**config.mk**
```make
export PLATFORM = sky130hd
export DESIGN_NAME = ssd_scan_driver
export DESIGN_NICKNAME = d
export VERILOG_FILES = /design/src/rtl/ssd_pkg.sv /design/src/rtl/ssd_scan_driver_slot_timer.sv /design/src/rtl/ssd_scan_driver.sv
export SDC_FILE = /design/constraint.sdc
export NUM_CORES = 1
export LEC_CHECK = 0
export CAP_MARGIN = 20
export CORE_ASPECT_RATIO = 0.75
export CORE_MARGIN = 2
export CORE_UTILIZATION = 55
export DETAILED_ROUTE_END_ITERATION = 10
export PLACE_DENSITY = 0.79
export SYNTH_ARGS = -nofsm -noshare
export SYNTH_HDL_FRONTEND = slang
export SYNTH_SLANG_ARGS = --single-unit
export TNS_END_PERCENT = 10
```
**constraint.sdc**
```tcl
create_clock -name clk -period 2.03 [get_ports clk]
set_input_delay 0.3045 -clock clk [delete_from_list [all_inputs] [get_ports clk]]
set_output_delay 0.3045 -clock clk [all_outputs]
set_load 0.01 [all_outputs]
```
**src/rtl/ssd_pkg.sv**
```systemverilog
// Shared types and constants for the 4-digit seven-segment scan driver.
package ssd_pkg;
    localparam int NUM_DIGITS = 4;
    localparam int SEG_W      = 7;
    localparam logic [SEG_W-1:0] SEG_BLANK = 7'b0;

    typedef logic [1:0] digit_idx_t;

    typedef enum logic {
        ST_BLANK,
        ST_DRIVE
    } state_t;
endpackage

```
**src/rtl/ssd_scan_driver_slot_timer.sv**
```systemverilog
// Slot counter and digit index; flags the dead (blanking) window and the frame boundary.
module ssd_slot_timer
    import ssd_pkg::*;
#(
    parameter int SLOT_CYCLES = 100000,
    parameter int DEAD_CYCLES = 1000
) (
    input  logic       clk,
    input  logic       rst,
    output digit_idx_t o_idx,
    output logic       o_frame_end,
    output logic       o_in_dead
);
    localparam int CNT_W = $clog2(SLOT_CYCLES + 1);
    localparam logic [CNT_W-1:0] LAST_CNT = CNT_W'(SLOT_CYCLES - 1);
    localparam logic [CNT_W-1:0] DEAD_CNT = CNT_W'(DEAD_CYCLES);

    logic [CNT_W-1:0] r_slot_cnt;
    digit_idx_t       r_idx;
    logic             w_slot_end;

    assign w_slot_end  = (r_slot_cnt == LAST_CNT);
    assign o_frame_end = w_slot_end && (r_idx == digit_idx_t'(NUM_DIGITS - 1));
    assign o_in_dead   = (r_slot_cnt < DEAD_CNT);
    assign o_idx       = r_idx;

    always_ff @(posedge clk or negedge rst) begin
        if (!rst) begin
            r_slot_cnt <= '0;
            r_idx      <= '0;
        end else if (w_slot_end) begin
            r_slot_cnt <= '0;
            r_idx      <= r_idx + 1'b1;
        end else begin
            r_slot_cnt <= r_slot_cnt + 1'b1;
        end
    end
endmodule

```
**src/rtl/ssd_scan_driver.sv**
```systemverilog
// Time-multiplexed 4-digit seven-segment driver with frame-atomic updates,
// per-slot blanking, per-digit enable and 16-level PWM brightness.
module ssd_scan_driver
    import ssd_pkg::*;
#(
    parameter int SLOT_CYCLES    = 100000,
    parameter int DEAD_CYCLES    = 1000,
    parameter int SEG_ACTIVE_LOW = 1,
    parameter int AN_ACTIVE_LOW  = 1
) (
    input  logic       clk,
    input  logic       rst,
    input  logic [6:0] dig0,
    input  logic [6:0] dig1,
    input  logic [6:0] dig2,
    input  logic [6:0] dig3,
    input  logic [3:0] dp_in,
    input  logic [3:0] digit_en,
    input  logic [3:0] brightness,
    input  logic       load,
    output logic       update_pending,
    output logic       frame_tick,
    output logic [3:0] an,
    output logic [6:0] seg,
    output logic       dp
);
    localparam logic SEG_POL = (SEG_ACTIVE_LOW != 0);
    localparam logic AN_POL  = (AN_ACTIVE_LOW != 0);

    logic [NUM_DIGITS-1:0][SEG_W-1:0] w_dig_in, w_src_seg;
    logic [NUM_DIGITS-1:0][SEG_W-1:0] r_stg_seg, r_disp_seg;
    logic [NUM_DIGITS-1:0] w_src_dp, w_src_en;
    logic [NUM_DIGITS-1:0] r_stg_dp, r_stg_en, r_disp_dp, r_disp_en;
    logic [3:0]            r_pwm_cnt;
    state_t                r_state;

    digit_idx_t       w_idx;
    logic             w_frame_end, w_in_dead, w_lit, w_dp_log;
    logic [3:0]       w_an_log;
    logic [SEG_W-1:0] w_seg_log;

    ssd_slot_timer #(
        .SLOT_CYCLES (SLOT_CYCLES),
        .DEAD_CYCLES (DEAD_CYCLES)
    ) u_timer (
        .clk         (clk),
        .rst         (rst),
        .o_idx       (w_idx),
        .o_frame_end (w_frame_end),
        .o_in_dead   (w_in_dead)
    );

    assign w_dig_in = {dig3, dig2, dig1, dig0};

    // A load landing on the boundary bypasses staging so it is not a frame late.
    assign w_src_seg = load ? w_dig_in : r_stg_seg;
    assign w_src_dp  = load ? dp_in    : r_stg_dp;
    assign w_src_en  = load ? digit_en : r_stg_en;

    assign w_lit     = !w_in_dead && r_disp_en[w_idx] && (r_pwm_cnt <= brightness);
    assign w_an_log  = w_lit ? (4'b0001 << w_idx) : 4'b0000;
    assign w_seg_log = w_in_dead ? SEG_BLANK : r_disp_seg[w_idx];
    assign w_dp_log  = w_in_dead ? 1'b0 : r_disp_dp[w_idx];

    always_ff @(posedge clk or negedge rst) begin
        if (!rst) begin
            r_stg_seg      <= '0;
            r_stg_dp       <= '0;
            r_stg_en       <= '0;
            r_disp_seg     <= '0;
            r_disp_dp      <= '0;
            r_disp_en      <= '0;
            update_pending <= 1'b0;
            frame_tick     <= 1'b0;
        end else begin
            frame_tick <= w_frame_end;
            if (load) begin
                r_stg_seg <= w_dig_in;
                r_stg_dp  <= dp_in;
                r_stg_en  <= digit_en;
            end
            if (w_frame_end) begin
                r_disp_seg     <= w_src_seg;
                r_disp_dp      <= w_src_dp;
                r_disp_en      <= w_src_en;
                update_pending <= 1'b0;
            end else if (load) begin
                update_pending <= 1'b1;
            end
        end
    end

    // Pins are the registered decode of the current slot position; seg only moves in BLANK.
    always_ff @(posedge clk or negedge rst) begin
        if (!rst) begin
            r_state   <= ST_BLANK;
            r_pwm_cnt <= '0;
            an        <= {4{AN_POL}};
            seg       <= {SEG_W{SEG_POL}};
            dp        <= SEG_POL;
        end else begin
            r_pwm_cnt <= r_pwm_cnt + 1'b1;
            case (r_state)
                ST_BLANK: if (!w_in_dead) r_state <= ST_DRIVE;
                ST_DRIVE: if (w_in_dead)  r_state <= ST_BLANK;
                default:  r_state <= ST_BLANK;
            endcase
            an  <= w_an_log ^ {4{AN_POL}};
            seg <= w_seg_log ^ {SEG_W{SEG_POL}};
            dp  <= w_dp_log ^ SEG_POL;
        end
    end
endmodule

```
==> key figures, run 1 <==
Run status
  • Status: complete, no violations

Clock network
  • Setup Fix Bufs, Post-CTS: 0
  • Worst skew pair latency: 0.37 ns
  • Clk slew on worst S/H paths: 0.10 ns
  • Total CTS buffers: 9
  • CTS tree: done
  • Root Buffer Master: clkbuf_8
  • Largest buffer count on any clock path: 2
  • Total clock sinks: 109
  • H-tree depth: 3

Timing
  • RSZ-0062 raised after global routing: false
  • Hold slack: between 0.3 and 0.4 ns
  • Final setup vio count: 0
  • Worst Tran Pin Value: 0.5996 ns
  • Fin crit period: 1.897 ns
  • Count of final hold-check violations: 0
  • Slew Viols, Final: 0
  • Fin Setup TNS: 0 ns
  • Final Skew: 0.01245 ns
  • Rel. slew slack: 0.6002
  • Tcrit/Tclk final: 0.9347
  • Peak Freq: 0.5270 GHz

Logic synthesis
  • Syn. warnings: 0
  • Number of synthesized flops with an enable pin: 0
  • Cell count after synthesis: 307
  • Area of the mapped netlist: 4626 µm²
  • Post-synthesis cell type count: 36
  • Synth area leaders: dfrtp_1, mux2_2, mux2_4, dfstp_2, mux4_2
  • Synth Flop Type: dfrtp_1
  • Top-area cell type share of the netlist area: 0.5247
  • Avg Cell Area, Syn: 15.07 µm²
  • Sequential-to-total area share from yosys stat: 0.5929
  • Synth Register Bits: around 110
  • Post-synth top area cell: dfrtp_1
  • Async set or reset register ratio after synthesis: 1.000
  • Synth Net Count: 360

Floorplanning
  • # rows: 28
  • Die height: around 83 µm
  • Initial Utilization: 0.5766
  • Die width: 109.9 µm
  • Die ar.: 9167 µm²
  • IO Pins: 57
  • Core ar.: around 8000 µm²

Setup path
  • CP Max Fanout: 37
  • Worst Path Arrival: 2.15 ns
  • Data required, critical path: around 2.3 ns
  • Critical path class: reg -> reg
  • Startpoint Class: flop
  • CP endpoint kind: flop

Placed design
  • Post-DP HPWL: 5.527 mm
  • Final GP Congestion: between 0.7 and 0.8
  • IO buf count: 56
  • Dpl cells: 468

Layout
  • Fillers: 558
  • Layout Cells excl Fill: 485
  • Nets: roughly 430
  • Share of layout cells above drive strength 1: 0.3184
  • # diodes: 0
  • Synthesis-to-finish area growth: 20.50%

Power
  • Peak VDD IR: 0.4917 mV
  • Sw frac: 0.2256
  • Net Sw Power: between 0.0008 and 0.0009 W
  • Lkg Pwr: 2.498 nW
  • Total Power: 0.003826 W
  • Combinational share of power: 0.085
  • Seq pwr share: 0.605
  • Power per cell area: 686.4 nW/µm²
  • P_int: roughly 0.0030 W
  • Clk pwr share: 0.309

Drt
  • Vias per cell: roughly 5.3
  • Initial DRT Pass Iterations: 5
  • Antenna viol nets, final: 0
  • Final WL: between 7 and 8 mm
  • Via count: 2576
  • # DRC: 0
  • Initial DRC count: 73
  • Average wire per standard cell: ~16 µm

Global route
  • First-pass GRT wire length: between 10 and 15 mm
  • Total GRT Usage: 0.1985
  • Vias in the first global route: 2753
  • Congestion Overflow GR: 0
  • Largest net degree at the start of global routing: 47
  • Antenna violations before repair: 0

Min path
  • Hold Crit Class: in -> reg

Run
  • MaxCap Viol Count: 0
[synth_stat cells, drive strengths merged (4+ instances only)]
cell type and number:
ha 10, buf 4, mux4 9, inv 8, o21ai 5, nand4 4, dfstp 12, nand3 12
mux2 72, nand2 13, xor2 8, nor2 10, dfrtp 97, xnor2 8, clkbuf 7, nor3 4
[area by class of cell]
| type | count | area, µm² | area share |
|---|---|---|---|
| clock buffers | 11 | 141.4 | 0.02536 |
| clock inverters | 5 | 37.54 | 0.006734 |
| inverters | 8 | 30.03 | 0.005387 |
| multi-input cells | 179 | 1795 | 0.3221 |
| flip-flops and latches | 109 | 2743 | 0.4920 |
| well taps | 105 | 131.4 | 0.02357 |
| repair buffers | 68 | 695.7 | 0.1248 |
[per-layer routing]
layer	up-vias	wire [µm]	global-route usage
met5	-	0	0
met4	0	150	0.07020
met3	11	343	0.04474
met2	60	3734	0.3090
met1	1288	3675	0.2747
li1	1217	-	-
[worst max-delay path, stage by stage, from the launching register on]
cell	delay [ns]
dfrtp_1	0.41
ha_1	0.25
nand4_1	0.14
nor2_1	0.31
nand3_4	0.12
buf_12	0.21
mux2_1	0.34
[stage by stage]
step	area, µm²	setup slack, ns	util
detailed placement	5376	0.1379	0.6702
CTS	5565	0.1247	0.6937
finish	5574	0.1326	0.6948
floorplan	4626	0.2098	-
global placement	5376	0.1894	0.6702
global route	5574	0.02682	0.6948
[path summary, 6_finish.rpt]
check,from,endpoint,slack [ns],cells past startpoint
worst min-delay path,load,r_stg_en[1],0.39,2
worst max register to register,u_timer.r_slot_cnt[0],r_disp_seg[19],0.13,6
min in group asynchronous,rst,r_stg_dp[1],0.48,2
worst min register to register,r_pwm_cnt[0],r_pwm_cnt[0],0.47,1
max in group asynchronous,rst,seg[6],0.90,3
worst max-delay path,u_timer.r_slot_cnt[0],r_disp_seg[19],0.13,6
[sequential cells by signal (all words and copies together) (netlist names), 7 cells and up]
signal	cells
seg	7
u_timer.r_slot_cnt	17
r_stg_seg	28
r_disp_seg	28
[placed cells by master, fill, tap and decap left out, types with 9 or more instances in the layout]
master           count
ha_1                10
mux4_2               9
clkdlybuf4s50_1     54
dfstp_2             12
nand2_1             13
nor2_1              10
clkbuf_8            10
nand3_1             11
mux2_2              43
dfrtp_1             97
mux2_4              26
[power groups by stage]
| stage | logic (W) | registers [W] | clock network [W] |
|---|---|---|---|
| after floorplan | 0.000167 | 0.00234 | 0 |
| after global placement | 0.000320 | 0.00235 | 0 |
| after detailed placement | 0.000332 | 0.00236 | 0 |
| after CTS | 0.000334 | 0.00232 | 0.00122 |
| after global routing | 0.000360 | 0.00233 | 0.00133 |
| final | 0.000327 | 0.00232 | 0.00118 |
[cells by family after synthesis]
kind of cell / after synthesis / share of synthesized area
flip-flops: 109 / 0.5929
buffers and inverters: 19 / 0.02083
adder cells (fa/ha/maj): 10 / 0.02705
AND/OR/NAND/NOR: 60 / 0.07303
AO/OA/AOI/OAI: 12 / 0.01569
XOR/XNOR: 16 / 0.03030
multiplexers: 81 / 0.2402
[timing repair]
item	CTS	global route
gates resized for setup	0	1
hold buffers	1	0
endpoints found under the setup margin	0	6
hold endpoints to repair	39	0
No activity file was read; power rests on OpenSTA's default activity.
==> run 2: changes to the inputs <==
CTS_CLUSTER_DIAMETER = 150   (was not set)
==> results of run 2 <==
Same layout as run 1: the final DEF is identical, and so are final timing and power.
